File: config.mk
export PLATFORM = sky130hd
export DESIGN_NAME = op_sequencer_flat
export DESIGN_NICKNAME = d
export VERILOG_FILES = /design/src/rtl/op_sequencer_pkg.sv /design/src/rtl/op_sequencer_if.sv /design/src/rtl/op_sequencer_rd_stage.sv /design/src/rtl/op_sequencer.sv /design/src/flat_wrapper.sv
export SDC_FILE = /design/constraint.sdc
export NUM_CORES = 1
export LEC_CHECK = 0
export ABC_AREA = 1
export BUFFER_PORTS_ARGS = -buffer_cell sky130_fd_sc_hd__buf_2
export CORE_AREA = 2 2 98 100
export DETAILED_ROUTE_END_ITERATION = 10
export DIE_AREA = 0 0 100 102
export PLACE_DENSITY = 0.85
export SLEW_MARGIN = 40
export SYNTH_ARGS = -nofsm -noshare
export SYNTH_HDL_FRONTEND = slang
export SYNTH_HIERARCHICAL = 1
export SYNTH_SLANG_ARGS = --single-unit
File: constraint.sdc
create_clock -name clk -period 1.8 [get_ports clk]
set_input_delay 0.18 -clock clk [delete_from_list [all_inputs] [get_ports clk]]
set_output_delay 0.18 -clock clk [all_outputs]
set_load 0.005 [all_outputs]
File: src/rtl/op_sequencer_pkg.sv
// Shared opcode constants, FSM state encoding and command field layout
// for the matrix-controller command front end.
package op_seq_pkg;

    localparam logic [3:0] OP_IDLE  = 4'd0;
    localparam logic [3:0] OP_MULT  = 4'd1;
    localparam logic [3:0] OP_WRITE = 4'd2;
    localparam logic [3:0] OP_READ  = 4'd3;

    localparam int OPCODE_LSB  = 0;
    localparam int CHUNK_W     = 4;
    localparam int CHUNK_A_LSB = 4;
    localparam int CHUNK_B_LSB = 8;
    localparam int CHUNK_C_LSB = 12;
    localparam int CHUNK_D_LSB = 16;

    typedef enum logic [2:0] {
        S_IDLE,
        S_MULT,
        S_WRITE,
        S_READ,
        S_GAP
    } state_t;

    function automatic logic opcode_unsupported(input logic [3:0] opc);
        return opc > OP_READ;
    endfunction

endpackage

File: src/rtl/op_sequencer_if.sv
// Host command/data streams plus the controller-facing drive signals.
interface op_sequencer_if #(
    parameter int DATA_W = 32
) ();
    logic              cmd_valid;
    logic              cmd_ready;
    logic [DATA_W-1:0] cmd;
    logic              wr_valid;
    logic              wr_ready;
    logic [DATA_W-1:0] wr_data;
    logic              rd_valid;
    logic              rd_ready;
    logic [DATA_W-1:0] rd_data;
    logic [DATA_W-1:0] operation;
    logic [DATA_W-1:0] in_data;
    logic              ctrl_enable;
    logic [DATA_W-1:0] out_data;
    logic              busy;
    logic              done;
    logic              err;

    modport slave (
        input  cmd_valid, cmd, wr_valid, wr_data, rd_ready, out_data,
        output cmd_ready, wr_ready, rd_valid, rd_data, operation, in_data,
        output ctrl_enable, busy, done, err
    );

    modport master (
        output cmd_valid, cmd, wr_valid, wr_data, rd_ready, out_data,
        input  cmd_ready, wr_ready, rd_valid, rd_data, operation, in_data,
        input  ctrl_enable, busy, done, err
    );
endinterface

File: src/rtl/op_sequencer_rd_stage.sv
// Single-entry read output register; adv tells the controller it may step
// because the slot is empty or being drained this cycle.
module seq_rd_stage #(
    parameter int DATA_W = 32
) (
    input  logic              clk,
    input  logic              reset,
    input  logic              active,
    input  logic              rd_ready,
    input  logic [DATA_W-1:0] out_data,
    output logic              rd_valid,
    output logic [DATA_W-1:0] rd_data,
    output logic              adv
);
    assign adv = !rd_valid || rd_ready;

    always_ff @(posedge clk or negedge reset) begin
        if (!reset) begin
            rd_valid <= 1'b0;
            rd_data  <= '0;
        end else if (active && adv) begin
            rd_valid <= 1'b1;
            rd_data  <= out_data;
        end else if (rd_valid && rd_ready) begin
            rd_valid <= 1'b0;
        end
    end
endmodule

File: src/rtl/op_sequencer.sv
// Command sequencer: holds each opcode on the controller for the cycles it
// needs, streams page data with backpressure, and forces an idle gap between commands.
module op_sequencer
    import op_seq_pkg::*;
#(
    parameter int DATA_W      = 32,
    parameter int PAGE_WORDS  = 64,
    parameter int MULT_CYCLES = 128
) (
    input logic          clk,
    input logic          reset,
    op_sequencer_if.slave bus
);
    localparam int CNT_MAX = (PAGE_WORDS > MULT_CYCLES) ? PAGE_WORDS : MULT_CYCLES;
    localparam int CNT_W   = $clog2(CNT_MAX + 1);
    localparam logic [CNT_W-1:0] MULT_LAST = CNT_W'(MULT_CYCLES - 1);
    localparam logic [CNT_W-1:0] PAGE_LAST = CNT_W'(PAGE_WORDS - 1);

    state_t            state, state_nx;
    logic [DATA_W-1:0] op_reg;
    logic [CNT_W-1:0]  cnt;
    logic              armed;
    logic              err_flag;
    logic              accept;
    logic              cnt_inc;
    logic              adv;

    assign accept = (state == S_IDLE) && armed && bus.cmd_valid;

    // armed keeps handshake and enable low until the first edge after reset release
    always_ff @(posedge clk or negedge reset) begin
        if (!reset) begin
            state    <= S_IDLE;
            op_reg   <= '0;
            cnt      <= '0;
            armed    <= 1'b0;
            err_flag <= 1'b0;
        end else begin
            armed <= 1'b1;
            state <= state_nx;
            if (accept) begin
                op_reg   <= bus.cmd;
                err_flag <= opcode_unsupported(bus.cmd[3:0]);
                cnt      <= '0;
            end else if (cnt_inc) begin
                cnt <= cnt + CNT_W'(1);
            end
        end
    end

    always_comb begin
        state_nx        = state;
        cnt_inc         = 1'b0;
        bus.operation   = '0;
        bus.in_data     = '0;
        bus.ctrl_enable = armed;
        bus.wr_ready    = 1'b0;
        bus.cmd_ready   = 1'b0;
        bus.done        = 1'b0;
        bus.err         = 1'b0;
        bus.busy        = (state != S_IDLE);
        case (state)
            S_IDLE: begin
                bus.cmd_ready = armed;
                if (accept) begin
                    case (bus.cmd[3:0])
                        OP_MULT:  state_nx = S_MULT;
                        OP_WRITE: state_nx = S_WRITE;
                        OP_READ:  state_nx = S_READ;
                        OP_IDLE:  state_nx = S_GAP;
                        default:  state_nx = S_GAP;
                    endcase
                end
            end
            S_MULT: begin
                bus.operation = op_reg;
                cnt_inc       = 1'b1;
                if (cnt == MULT_LAST) state_nx = S_GAP;
            end
            S_WRITE: begin
                bus.operation   = op_reg;
                bus.wr_ready    = 1'b1;
                bus.in_data     = bus.wr_data;
                bus.ctrl_enable = bus.wr_valid;
                if (bus.wr_valid) begin
                    cnt_inc = 1'b1;
                    if (cnt == PAGE_LAST) state_nx = S_GAP;
                end
            end
            S_READ: begin
                bus.operation   = op_reg;
                bus.ctrl_enable = adv;
                if (adv) begin
                    cnt_inc = 1'b1;
                    if (cnt == PAGE_LAST) state_nx = S_GAP;
                end
            end
            S_GAP: begin
                bus.done = !err_flag;
                bus.err  = err_flag;
                state_nx = S_IDLE;
            end
            default: state_nx = S_IDLE;
        endcase
    end

    seq_rd_stage #(.DATA_W(DATA_W)) u_rd_stage (
        .clk      (clk),
        .reset    (reset),
        .active   (state == S_READ),
        .rd_ready (bus.rd_ready),
        .out_data (bus.out_data),
        .rd_valid (bus.rd_valid),
        .rd_data  (bus.rd_data),
        .adv      (adv)
    );
endmodule

File: src/flat_wrapper.sv
// flat-port wrapper written by rule: the top's interface ports become plain ports
module op_sequencer_flat import op_seq_pkg::*;
#(
    parameter int DATA_W      = 32,
    parameter int PAGE_WORDS  = 64,
    parameter int MULT_CYCLES = 128
)
  (clk, reset, bus_cmd_valid, bus_cmd, bus_wr_valid, bus_wr_data, bus_rd_ready, bus_out_data, bus_cmd_ready, bus_wr_ready, bus_rd_valid, bus_rd_data, bus_operation, bus_in_data, bus_ctrl_enable, bus_busy, bus_done, bus_err);
  op_sequencer_if #(.DATA_W(DATA_W)) bus_i ();
  input logic clk;
  input logic reset;
  input wire logic [$bits(bus_i.cmd_valid)-1:0] bus_cmd_valid;
  input wire logic [$bits(bus_i.cmd)-1:0] bus_cmd;
  input wire logic [$bits(bus_i.wr_valid)-1:0] bus_wr_valid;
  input wire logic [$bits(bus_i.wr_data)-1:0] bus_wr_data;
  input wire logic [$bits(bus_i.rd_ready)-1:0] bus_rd_ready;
  input wire logic [$bits(bus_i.out_data)-1:0] bus_out_data;
  output wire logic [$bits(bus_i.cmd_ready)-1:0] bus_cmd_ready;
  output wire logic [$bits(bus_i.wr_ready)-1:0] bus_wr_ready;
  output wire logic [$bits(bus_i.rd_valid)-1:0] bus_rd_valid;
  output wire logic [$bits(bus_i.rd_data)-1:0] bus_rd_data;
  output wire logic [$bits(bus_i.operation)-1:0] bus_operation;
  output wire logic [$bits(bus_i.in_data)-1:0] bus_in_data;
  output wire logic [$bits(bus_i.ctrl_enable)-1:0] bus_ctrl_enable;
  output wire logic [$bits(bus_i.busy)-1:0] bus_busy;
  output wire logic [$bits(bus_i.done)-1:0] bus_done;
  output wire logic [$bits(bus_i.err)-1:0] bus_err;
  assign bus_i.cmd_valid = bus_cmd_valid;
  assign bus_i.cmd = bus_cmd;
  assign bus_i.wr_valid = bus_wr_valid;
  assign bus_i.wr_data = bus_wr_data;
  assign bus_i.rd_ready = bus_rd_ready;
  assign bus_i.out_data = bus_out_data;
  assign bus_cmd_ready = bus_i.cmd_ready;
  assign bus_wr_ready = bus_i.wr_ready;
  assign bus_rd_valid = bus_i.rd_valid;
  assign bus_rd_data = bus_i.rd_data;
  assign bus_operation = bus_i.operation;
  assign bus_in_data = bus_i.in_data;
  assign bus_ctrl_enable = bus_i.ctrl_enable;
  assign bus_busy = bus_i.busy;
  assign bus_done = bus_i.done;
  assign bus_err = bus_i.err;
  op_sequencer #(.DATA_W(DATA_W), .PAGE_WORDS(PAGE_WORDS), .MULT_CYCLES(MULT_CYCLES)) u_core (.clk(clk), .reset(reset), .bus(bus_i));
endmodule
# ---- Word-level counts from Yosys, hierarchy flattened
# Index checks and enable logic that the tools add are counted.
dict set report word_totals {
  mem_count 0
  latch_bits 0
  inputBits 101
  output_inout_bits 103
  romBits 0
  reg_bits 78
  ramBits 0
}
dict set report op_classes {
  eq_ne 13
  n_reduce_logical 13
  bitwise 0
  n_lt_le_gt_ge 1
  shift 0
  n_mux 21
  addsub 1
  n_mul 0
  n_div 0
}
# cell n
set ops {}
lappend ops {{$mux W32} 2}
lappend ops {{$mux W8} 2}
lappend ops {{$mux W3} 5}
lappend ops {{$pmux W3 S4} 1}
lappend ops {{$pmux W3 S3} 1}
lappend ops {{$add A8 B1 Y8 const B} 1}
lappend ops {{$eq A4 B2 Y1 const B} 2}
lappend ops {{$eq A8 B6 Y1 const B} 1}
lappend ops {{$eq A8 B7 Y1 const B} 1}
lappend ops {{$mux W1} 8}
lappend ops {{$eq A3 B2 Y1 const B} 2}
lappend ops {{$ne A2 B1 Y1 const B} 3}
lappend ops {{$eq A4 B1 Y1 const B} 1}
lappend ops {{$gt A4 B2 Y1 const B} 1}
lappend ops {{$logic_and A1 B1 Y1} 4}
lappend ops {{$reduce_and A4 Y1} 1}
lappend ops {{$reduce_bool A2 Y1} 2}
lappend ops {{$eq A3 B1 Y1 const B} 1}
lappend ops {{$eq A3 B3 Y1 const B} 1}
lappend ops {{$logic_not A3 Y1} 1}
lappend ops {{$pmux W1 S3} 1}
lappend ops {{$reduce_bool A3 Y1} 1}
lappend ops {{$reduce_or A3 Y1} 1}
lappend ops {{$logic_not A1 Y1} 2}
lappend ops {{other kinds (3)} 3}

# ---- Depth between registers and ports, before layout
# Gate-level depths: netlist of run 1.
dict set report logic_depth {
  word_depth 6
  mapped_depth 10
  ltp_nobuf 9
}

# ---- Cells and area by module
# The synthesis of run 1 kept the hierarchy.
# mod area_per_inst_um2 seq_area_each_um2 cells_per_inst instances
set modules_own_cells {}
lappend modules_own_cells {op_sequencer 2696.3 1126.1 363 1}
lappend modules_own_cells {seq_rd_stage 1335.0 825.8 143 1}

# ---- Least setup slack after synthesis of run 1
# OpenSTA, ideal clock, no wires.
dict set report synth_timing {
  path_type {reg-to-reg}
  from {register u_core.state[1]}
  to {register u_core.op_reg[0]}
  path_stages_with_launch 9
  setup_time_ps 117
  n_path_buf 2
  slack_ps 407
  t_arrival_ps 1275
  path_cell_list {dfrtp_1 -> nor2_4 -> nand2_4 -> nor2_4 -> nand2_4 -> inv_4 -> buf_12 -> buf_6 -> o21ai_2}
}
dict set report synth_via {
  elab_chain_len 3
}
# element line_no
set synth_lines {}
lappend synth_lines {{start: declaration} op_sequencer.sv:19} ;# state_t state, state_nx;
lappend synth_lines {{start signal: assignment} op_sequencer.sv:40} ;# state <= state_nx;
lappend synth_lines {{$logic_not A3 Y1} op_sequencer.sv:28} ;# assign accept = (state == S_IDLE) && armed && bus.cmd_valid;
lappend synth_lines {{$logic_and A1 B1 Y1 (2 in series)} op_sequencer.sv:28}
lappend synth_lines {{end signal: assignment} op_sequencer.sv:42} ;# op_reg <= bus.cmd;
lappend synth_lines {{end: declaration} op_sequencer.sv:20} ;# logic [DATA_W-1:0] op_reg;
# No other way between the ends.
# A chain may end at the register's enable or synchronous reset.

# ---- Final worst setup path of run 1
dict set report layout_timing {
  from {register u_core.state[2]}
  to {output port bus_in_data[20]}
}
dict set report layout_via {
  elab_chain_len 2
}
# element line_no
set layout_lines {}
lappend layout_lines {{$eq A3 B2 Y1} op_sequencer.sv:62} ;# case (state)
lappend layout_lines {{$mux W32} op_sequencer.sv:62}
lappend layout_lines {{end: declaration} flat_wrapper.sv:23} ;# output wire logic [$bits(bus_i.in_data)-1:0] bus_in_data;
# No other way between the ends.

==> summary.txt, run 1 <==
Drt
  – Final ANT Viol Nets: 0
  – WL final: about 10 mm
  – Avg WL per Cell: 12.1 um
  – Initial DRC Count: 244
  – DR vias: 3868
  – Drc violations: 0
  – DR pass1 iterations: 5
  – Drt via density: approximately 4.7

Timing
  – RSZ-0062 raised after global routing: yes
  – Final hold violations: 0
  – Relative slew slack: 0.640
  – Slew of the pin with the lowest slew margin: 540 ps
  – Tmin final: 1740 ps
  – Final WS setup: 64.1 ps
  – Setup Skew: approximately 11 ps
  – Final setup viols: 0
  – WHS: between 30 and 40 ps
  – Fin. max-slew vios: 0
  – Maximum clock rate: ~580 MHz
  – Final period util: 0.964

Worst setup path
  – Worst EP arrival: 1560 ps
  – Critical path type: flip-flop to output port
  – CP Data Required Time: 1620 ps
  – Crit path capture type: output port
  – CP max FO: 9
  – Reg2Reg Capture Point: u_core/op_reg[15]
  – Reg2reg start: u_core/state[1]
  – R2r setup slk: 190 ps
  – FF-to-FF path depth: 7
  – Setup crit start kind: flip-flop

Finish
  – Share of post-route cells with drive strength above 1: 0.417
  – ANT cells: 0
  – Synth-to-layout area growth: 34.1%
  – Final nets: 814

Clock network
  – Clock buffer count from CTS: 9
  – Number of H-tree levels: 3
  – Skew-Pair Late Insertion Delay: 340 ps
  – Clock sink total: 78
  – Clock Path Buffers: 2
  – Root Buffer: clkbuf_8
  – Clock slew at reported path FFs: 90 ps
  – CTS tree: yes

Placement
  – IO Port Bufs: just over 200
  – Setup WS pre-CTS: 205 ps
  – GPL Wtd Cong: 0.822
  – Hpwl dp: 7.48 mm

Floorplan
  – Die Ht: between 100 and 150 um
  – Die width: 100 um
  – # IOs: 204
  – FP Rows: 35
  – Die area: about 10000 um2
  – Core Box Area: 9110 um2
  – Initial Util: 0.443

Global routing
  – Overflow after GRT: 0
  – Largest net degree at the start of global routing: 51
  – Initial antenna violation count: 0
  – GRT Total Usage: 0.186
  – First-pass GRT wire length: 15.2 mm
  – Number of global-route vias before repair: 3342

Worst hold path
  – Hold path depth: 3
  – Hold endpoint: u_core/op_reg[26]
  – Tightest Hold Check Type: input port to flip-flop
  – Hold path startpoint: bus_cmd[26]

Synth
  – Synth top area cells: dfrtp_1, nand2_1, inv_1
  – Warnings from Yosys: 6
  – Synth Instances: 506
  – Avg Synthesized Cell Area: 7.97 um2
  – Post-synthesis instance area: 4030 um2
  – Yosys cell types: 29
  – Sequential area share after synthesis: 0.484
  – Top cell type by total area after synthesis: dfrtp_1
  – Synth Register Bits: 78
  – Post-synth top area share: 0.484
  – Mapped Nets: 608

Power
  – Leak: 3.34 nW
  – Peak VDD IR: 731 uV
  – Cell Pwr Density: between 1000 and 1500 nW/um2

Flow run
  – Max Cap Viol: 0

Run status
  – Outcome: complete, no violations
-- cell usage in the layout (no fill, tap or decap), drive strengths merged --
cell	n
a21oi	1
a31oi	1
buf	218
bufinv	2
clkbuf	9
clkinv	1
clkinvlp	1
conb	1
dfrtp	78
dlygate4sd3	1
ha	1
inv	87
nand2	144
nand3	43
nand4	9
nor2	81
nor3	1
o211ai	1
o21ai	35
or2	2
-- worst max-delay path, cell delays in order, from the launching register on --
cell,delay [ps]
dfrtp_1,420
inv_1,80
nand2_1,90
nor2_2,130
inv_2,90
buf_4,170
nor2_1,110
buf_2,130
-- what timing repair did --
item                       4_1_cts  5_1_grt
resized for setup                3        8
hold endpoints to repair        37        0
setup endpoints to repair       55       52
hold buffers                     1        0
buffers inserted                 1        2
pin swaps                        0        0
-- cell type report --
type | instances | area, um2
fillers | 821 | 3700
flip-flops and latches | 78 | 1950
multi-input cells | 320 | 1570
repair buffers | 219 | 1190
inverters | 84 | 318
well taps | 111 | 139
clock buffers | 9 | 124
clock inverters | 7 | 105
-- per-layer routing --
layer	global-route usage	vias up	routed length (um)
li1	-	1948	-
met1	0.240	1755	4220
met2	0.319	158	4900
met3	0.0445	7	847
met4	0.0474	0	80
met5	0	-	0
-- synth_stat cells --
| library cell | instances |
|---|---|
| nor3_1 | 1 |
| a31oi_1 | 1 |
| nand3_1 | 42 |
| ha_1 | 1 |
| dfrtp_1 | 78 |
| buf_8 | 1 |
| buf_4 | 4 |
| nand2_1 | 122 |
| nand3_2 | 1 |
| clkbuf_4 | 1 |
| or2_2 | 2 |
| buf_2 | 3 |
| nand2_4 | 4 |
| inv_4 | 1 |
| nor2_1 | 78 |
| o21ai_2 | 28 |
| a21oi_1 | 1 |
| nand2_2 | 18 |
| buf_12 | 2 |
| nor2_4 | 2 |
| o21ai_1 | 2 |
| clkbuf_1 | 7 |
| o21ai_0 | 5 |
| nand4_1 | 9 |
| buf_6 | 6 |
| inv_1 | 83 |
| o211ai_1 | 1 |
| nor2_8 | 1 |
| conb_1 | 1 |
-- per-stage QoR --
step	instance area, um2	total power (W)	TNS (ps)	cells	util
2_1_floorplan	4030	0.00432	0	506	-
3_3_place_gp	5120	0.00523	0	808	0.562
3_5_place_dp	5120	0.00531	0	808	0.562
4_1_cts	5370	0.00684	0	826	0.589
5_1_grt	5410	0.00736	-32.9	828	0.594
6_report	5410	0.00683	0	828	0.594
-- logic make-up after synthesis --
group	after synthesis	share of synthesized area
buffers and inverters	108	0.129
adder cells (fa/ha/maj)	1	0.00310
flip-flops	78	0.484
other	1	0.000930
AND/OR/NAND/NOR	280	0.309
AO/OA/AOI/OAI	38	0.0742
-- how the worst max path moves through the flow --
stage                    start  slack (ps)  depth (start not counted)                end
2_1_floorplan  u_core/state[1]         410                          8   u_core/op_reg[0]
3_3_place_gp   u_core/state[1]         270                          7  u_core/op_reg[15]
3_5_place_dp   u_core/state[1]         210                          7  u_core/op_reg[15]
4_1_cts        u_core/state[0]          10                          6  bus_operation[22]
5_1_grt        u_core/state[2]         -10                          7    bus_in_data[23]
6_report       u_core/state[2]          60                          7    bus_in_data[20]
-- power breakdown --
part           internal, W  total (W)  switching [W]
Clock             0.000802    0.00147       0.000668
Combinational      0.00119    0.00286        0.00167
Sequential         0.00228    0.00250       0.000223
No activity file was read; power rests on OpenSTA's default activity.
==> run 2, diff against run 1 <==
BUFFER_PORTS_ARGS = -buffer_cell sky130_fd_sc_hd__clkbuf_2   (was -buffer_cell sky130_fd_sc_hd__buf_2)
CORE_AREA = 2 2 97 99   (was 2 2 98 100)
DIE_AREA = 0 0 99 101   (was 0 0 100 102)
PLACE_DENSITY = 0.86   (was 0.85)
==> run 2 against run 1 <==
Clock skew shrank 2.1 ps. Count of clock-buffer cells in the layout grew 2. Register-to-register slack lost 50 ps. Routed wire length grew 7.6%. Critical path depth shrank 1. Power grew 3.4%. Fmax grew 0.44%. Highest routed layer unchanged.
==> summary.txt, run 2 (synthesis gave the netlist of run 1 again) <==
Global routing
  – Number of global-route vias before repair: 3666 (was 3342)
  – Met3 Track Usage GR: 0.0472 (was 0.0445)
  – Overflow after GRT: 0 (unchanged)
  – GR peak layer: met2 (unchanged)
  – Grt met1 use: 0.265 (was 0.240)
  – GRT Total Usage: 0.206 (was 0.186)
  – Largest net degree at the start of global routing: 47 (was 51)
  – First-pass GRT wire length: 16.7 mm (was 15.2 mm)
  – Fraction of met2 tracks used by global routing: 0.338 (was 0.319)
  – Initial antenna violation count: 0 (unchanged)

Worst setup path
  – Largest delay share family, worst path: buffers and inverters (unchanged)
  – Crit path largest cell delay: 450 ps (was 420 ps)
  – CP bufs+invs: 4 (unchanged)
  – CP max FO: 8 (was 9)
  – Critical path type: flip-flop to output port (unchanged)
  – Worst EP arrival: 1550 ps (was 1560 ps)
  – CP Data Required Time: 1620 ps (about the same)
  – Setup crit start kind: flip-flop (unchanged)
  – Critical-path top delay cell: dfrtp_2 (was dfrtp_1)
  – CP cell instances: buf_6 -> nor2_4 -> inv_4 -> clkbuf_16 -> nor2_1 -> clkbuf_2 (was inv_1 -> nand2_1 -> nor2_2 -> inv_2 -> buf_4 -> nor2_1 -> buf_2)
  – Crit path capture type: output port (unchanged)
  – R2r setup slk: 140 ps (was 190 ps)

Run status
  – Outcome: complete, no violations (unchanged)

Placement
  – Setup WS pre-CTS: 161 ps (was 205 ps)
  – GPL Wtd Cong: 0.913 (was 0.822)
  – Placed Cells: 805 (was 808)
  – IO Port Bufs: 203 (unchanged)
  – Hpwl dp: 7.86 mm (was 7.48 mm)

Finish
  – Synth-to-layout area growth: 36.5% (was 34.1%)
  – Most common cell after layout, fill and taps aside: clkbuf_2 (was buf_2)
  – Finished Core Util: 0.613 (was 0.594)
  – ANT cells: 0 (unchanged)
  – Most frequent cells in the layout: clkbuf_2, nand2_1, inv_1 (was buf_2, nand2_1, inv_1)
  – Final nets: 818 (was 814)
  – Non-filler cells, final: 832 (was 828)
  – Share of post-route cells with drive strength above 1: 0.438 (was 0.417)

Clock network
  – CTS tree: yes (unchanged)
  – Clock buffer count from CTS: 9 (unchanged)
  – Number of H-tree levels: 3 (unchanged)
  – Clock Path Buffers: 2 (unchanged)
  – Clock sink total: 78 (unchanged)
  – Root Buffer: clkbuf_8 (unchanged)
  – Clock slew at reported path FFs: 80 ps (was 90 ps)
  – Skew-Pair Late Insertion Delay: 340 ps (about the same)

Timing
  – Relative slew slack: 0.610 (was 0.640)
  – Final WS setup: 71.7 ps (was 64.1 ps)
  – Final hold violations: 0 (unchanged)
  – Maximum clock rate: 579 MHz (was 576 MHz)
  – Final period util: 0.960 (was 0.964)
  – WHS: 38.0 ps (was 37.7 ps)
  – Fin. max-slew vios: 0 (unchanged)
  – Setup Skew: 8.96 ps (was 11.1 ps)
  – Slew of the pin with the lowest slew margin: 585 ps (was 540 ps)
  – Final setup viols: 0 (unchanged)
  – Tmin final: 1730 ps (was 1740 ps)

Worst hold path
  – Tightest Hold Check Type: input port to flip-flop (unchanged)

Power
  – Cell Pwr Density: 1280 nW/um2 (was 1260 nW/um2)
  – Leak: 3.30 nW (was 3.34 nW)
  – Peak VDD IR: 810 uV (was 731 uV)

Flow run
  – Max Cap Viol: 0 (unchanged)

Drt
  – Drc violations: 0 (unchanged)
  – DR pass1 iterations: 4 (was 5)
  – Final ANT Viol Nets: 0 (unchanged)
  – Avg WL per Cell: 13.0 um (was 12.1 um)
  – DR vias: 3986 (was 3868)
  – WL final: 10.8 mm (was 10.0 mm)
  – Initial DRC Count: 178 (was 244)
  – Drt via density: 4.79 (was 4.67)

Floorplan
  – Initial Util: 0.449 (was 0.443)
  – Die area: 10000 um2 (was 10200 um2)
  – # IOs: 204 (unchanged)
  – Core Box Area: 8980 um2 (was 9110 um2)
  – FP Rows: 35 (unchanged)
  – Die Ht: 101 um (was 102 um)
  – Die width: 99 um (was 100 um)
[run 2: changes by cell type in the layout (fill, tap and decap cells not counted), sizes merged]
cell,delta
buf,-198
clkinvlp,+1
inv,-3
clkbuf,+204
[run 2: worst paths after layout]
check                                         startpoint                            end  cells past startpoint
max                                      u_core/state[0]                bus_in_data[17]                      6
min                                          bus_cmd[20]              u_core/op_reg[20]                      3
min reg2reg                u_core/u_rd_stage/rd_data[17]  u_core/u_rd_stage/rd_data[17]                      2
max reg2reg                              u_core/state[2]              u_core/op_reg[29]                      9
min in group asynchronous                          reset   u_core/u_rd_stage/rd_data[4]                      2
max in group asynchronous                          reset  u_core/u_rd_stage/rd_data[24]                      3
[run 2: final cells by class]
| class | instances | area (um2) |
|---|---|---|
| fill | 752 | 3470 |
| sequential | 78 | 1950 |
| multi-input combinational | 320 | 1620 |
| timing repair buffer | 223 | 1260 |
| inverter | 84 | 320 |
| tap | 111 | 139 |
| clock buffer | 11 | 131 |
| clock inverter | 5 | 83.8 |
[run 2: stage by stage]
stage,TNS [ps],area [um2],power (W)
6_report,0,5500,0.00706
5_1_grt,-444,5500,0.00761
4_1_cts,0,5370,0.00687
3_5_place_dp,0,5090,0.00534
3_3_place_gp,0,5090,0.00520
2_1_floorplan,0,4030,0.00432
[run 2: what timing repair did]
| item | in CTS | in global routing |
|---|---|---|
| endpoints found under the hold margin | 44 | 0 |
| resized for setup | 7 | 25 |
| setup buffers | 5 | 3 |
| gates cloned | 0 | 2 |
| pin swaps | 1 | 1 |
| setup endpoints to repair | 65 | 65 |
| hold buffers | 1 | 0 |
[run 2: worst register-to-register path, cell delays in order (launching register included)]
cell and delay [ps]:
dfrtp_1 420, inv_2 90, buf_4 140, nand2_4 70, nor2_4 120, nand2_4 110, inv_4 240, buf_4 250
nand2_1 80, o21ai_2 60
[run 2: per-layer routing]
layer / vias to the layer above / part of all wire
met2: 165 / 0.49
met1: 1856 / 0.41
met5: - / 0
li1: 1946 / -
met3: 19 / 0.074
met4: 0 / 0.022
[run 2: power breakdown]
group | internal, W | switching (W) | total [W]
clock network | 0.000785 | 0.000637 | 0.00142
logic | 0.00131 | 0.00181 | 0.00312
registers | 0.00228 | 0.000240 | 0.00252
==> run 3, diff against run 2 <==
SETUP_SLACK_MARGIN = 0.5   (was unset)
==> run 3 against run 2 <==
The run now ends with setup timing left. Die area unchanged. Core utilization up 14 points. Count of clock-buffer cells in the layout grew 1. Routed wire length grew 61%. Critical path type unchanged. Largest power group unchanged.
==> summary.txt, run 3 (synthesis gave the netlist of run 1 again) <==
Clock network
  – Clock sink total: 78 (unchanged)
  – Clock slew at reported path FFs: 90 ps (was 80 ps)
  – Skew-Pair Late Insertion Delay: 350 ps (was 340 ps)
  – CTS tree: yes (unchanged)
  – Root Buffer: clkbuf_8 (unchanged)
  – Clock Path Buffers: 2 (unchanged)
  – Clock buffer count from CTS: 9 (unchanged)
  – Number of H-tree levels: 3 (unchanged)

Global routing
  – Overflow after GRT: 0 (unchanged)
  – First-pass GRT wire length: 21.5 mm (was 16.7 mm)
  – Number of global-route vias before repair: 4394 (was 3666)
  – Initial antenna violation count: 0 (unchanged)
  – GRT Total Usage: 0.272 (was 0.206)
  – Largest net degree at the start of global routing: 39 (was 47)

Floorplan
  – Core Box Area: 8980 um2 (unchanged)
  – FP Rows: 35 (unchanged)
  – Die Ht: 101 um (unchanged)
  – Die width: 99 um (unchanged)
  – # IOs: 204 (unchanged)
  – Die area: 10000 um2 (unchanged)
  – Initial Util: 0.449 (unchanged)

Finish
  – Most frequent cells in the layout: clkbuf_2, nand2_1, inv_1 (unchanged)
  – FF/Latch Area: 1950 um2 (unchanged)
  – Fill cells: 520 (was 752)
  – Synth-to-layout area growth: 66.7% (was 36.5%)
  – Finished Core Util: 0.749 (was 0.613)
  – Share of post-route cells with drive strength above 1: 0.573 (was 0.438)
  – ANT cells: 0 (unchanged)
  – Final nets: 856 (was 818)
  – Non-filler cells, final: 870 (was 832)
  – Multi-input combinational cell area: 2180 um2 (was 1620 um2)
  – Most common cell after layout, fill and taps aside: clkbuf_2 (unchanged)

Power
  – Cell Pwr Density: 1390 nW/um2 (was 1280 nW/um2)
  – Leak: 3.85 nW (was 3.30 nW)
  – Peak VDD IR: 1020 uV (was 810 uV)

Worst setup path
  – Critical path type: flip-flop to output port (unchanged)
  – Largest delay share family, worst path: buffers and inverters (unchanged)
  – Setup crit start kind: flip-flop (unchanged)
  – Stages on worst setup path: 7 (was 6)
  – CP Data Required Time: 1620 ps (about the same)
  – CP max FO: 8 (unchanged)
  – Crit path capture type: output port (unchanged)
  – Crit path largest cell delay: 460 ps (was 450 ps)
  – CP cell instances: inv_2 -> nand2_2 -> nor2_4 -> inv_4 -> buf_12 -> nor2_1 -> clkbuf_2 (was buf_6 -> nor2_4 -> inv_4 -> clkbuf_16 -> nor2_1 -> clkbuf_2)
  – Critical-path top delay cell: dfrtp_1 (was dfrtp_2)
  – Worst EP arrival: 1710 ps (was 1550 ps)
  – CP bufs+invs: 4 (unchanged)
  – FF-to-FF path depth: 12 (was 9)

Timing
  – Final period util: 1.05 (was 0.960)
  – Fin. max-slew vios: 0 (unchanged)
  – Final WS setup: -91.4 ps (was 71.7 ps)
  – Final setup viols: 20 (was 0)
  – Tmin final: 1890 ps (was 1730 ps)
  – Final hold violations: 0 (unchanged)
  – Setup Skew: 21.4 ps (was 8.96 ps)
  – Setup TNS: -337 ps (was 0 ps)
  – Maximum clock rate: 529 MHz (was 579 MHz)
  – WHS: 50.7 ps (was 38.0 ps)
  – RSZ-0062 raised after global routing: yes

Drt
  – DR pass1 iterations: 6 (was 4)
  – Final ANT Viol Nets: 0 (unchanged)
  – Drt via density: 5.54 (was 4.79)
  – WL final: 17.4 mm (was 10.8 mm)
  – Drc violations: 0 (unchanged)
  – Initial DRC Count: 396 (was 178)
  – DR vias: 4817 (was 3986)
  – Avg WL per Cell: 20.0 um (was 13.0 um)

Worst hold path
  – Tightest Hold Check Type: input port to flip-flop (unchanged)
  – Hold path depth: 3 (unchanged)

Run status
  – Outcome: finished, violations left (was complete, no violations)
  – Failing checks: setup timing

Placement
  – Setup WS pre-CTS: 188 ps (was 161 ps)
  – Hpwl dp: 7.69 mm (was 7.86 mm)
  – IO Port Bufs: 203 (unchanged)
  – Placed Cells: 807 (was 805)
  – GPL Wtd Cong: 0.805 (was 0.913)

Flow run
  – Max Cap Viol: 0 (unchanged)
run 3: cell types whose count changed in the layout (fill, tap and decap cells not counted), moves of 14 or more:
cell      delta
nor2_1      -38
nand2_1     -33
nor2_4      +30
nand2_4     +28
clkbuf_2    -14
run 3: stage by stage:
step           cell area (um2)  total power [W]
2_1_floorplan             4040          0.00434
3_3_place_gp              5100          0.00518
3_5_place_dp              5100          0.00531
4_1_cts                   6090          0.00817
5_1_grt                   6720          0.00969
6_report                  6720          0.00934
run 3: worst paths after layout:
| check | start | endpoint | slack (ps) |
|---|---|---|---|
| min | bus_cmd[26] | u_core/op_reg[26] | 50 |
| max reg2reg | u_core/state[2] | u_core/op_reg[31] | 10 |
| max | u_core/state[2] | bus_in_data[6] | -90 |
| max in group asynchronous | reset | u_core/cnt[5] | 780 |
| min in group asynchronous | reset | u_core/state[0] | 360 |
| min reg2reg | u_core/u_rd_stage/rd_data[30] | u_core/u_rd_stage/rd_data[30] | 470 |
run 3: report_power, final:
part	switching [W]	total [W]	internal (W)
clock	0.000650	0.00129	0.000640
sequential	0.000309	0.00260	0.00229
combinational	0.00306	0.00546	0.00240
run 3: worst reg2reg max path: cells and delay by family (launching register included):
kind	cells	cell delay [ps]
buffers and inverters	7	800
DFF	1	470
and+or+nand+nor	4	320
AOI/OAI and AO/OA	1	80
run 3: area by class of cell:
type	count	area share
multi-input combinational	322	0.324
sequential	78	0.291
timing repair buffer	259	0.288
inverter	84	0.0495
tap	111	0.0207
clock buffer	12	0.0201
clock inverter	4	0.00707
run 3: per-layer routing:
metal	GRT usage	wire length, um
met1	0.318	5640
met2	0.466	9000
met3	0.0562	1570
met4	0.152	1210
met5	0	0
run 3: what timing repair did:
item,in CTS,in global routing
cloned,10,8
setup endpoints to repair,146,147
pin swaps,10,21
setup buffers,21,7
gates resized for setup,113,116
hold endpoints to repair,35,0
hold buffers,1,0
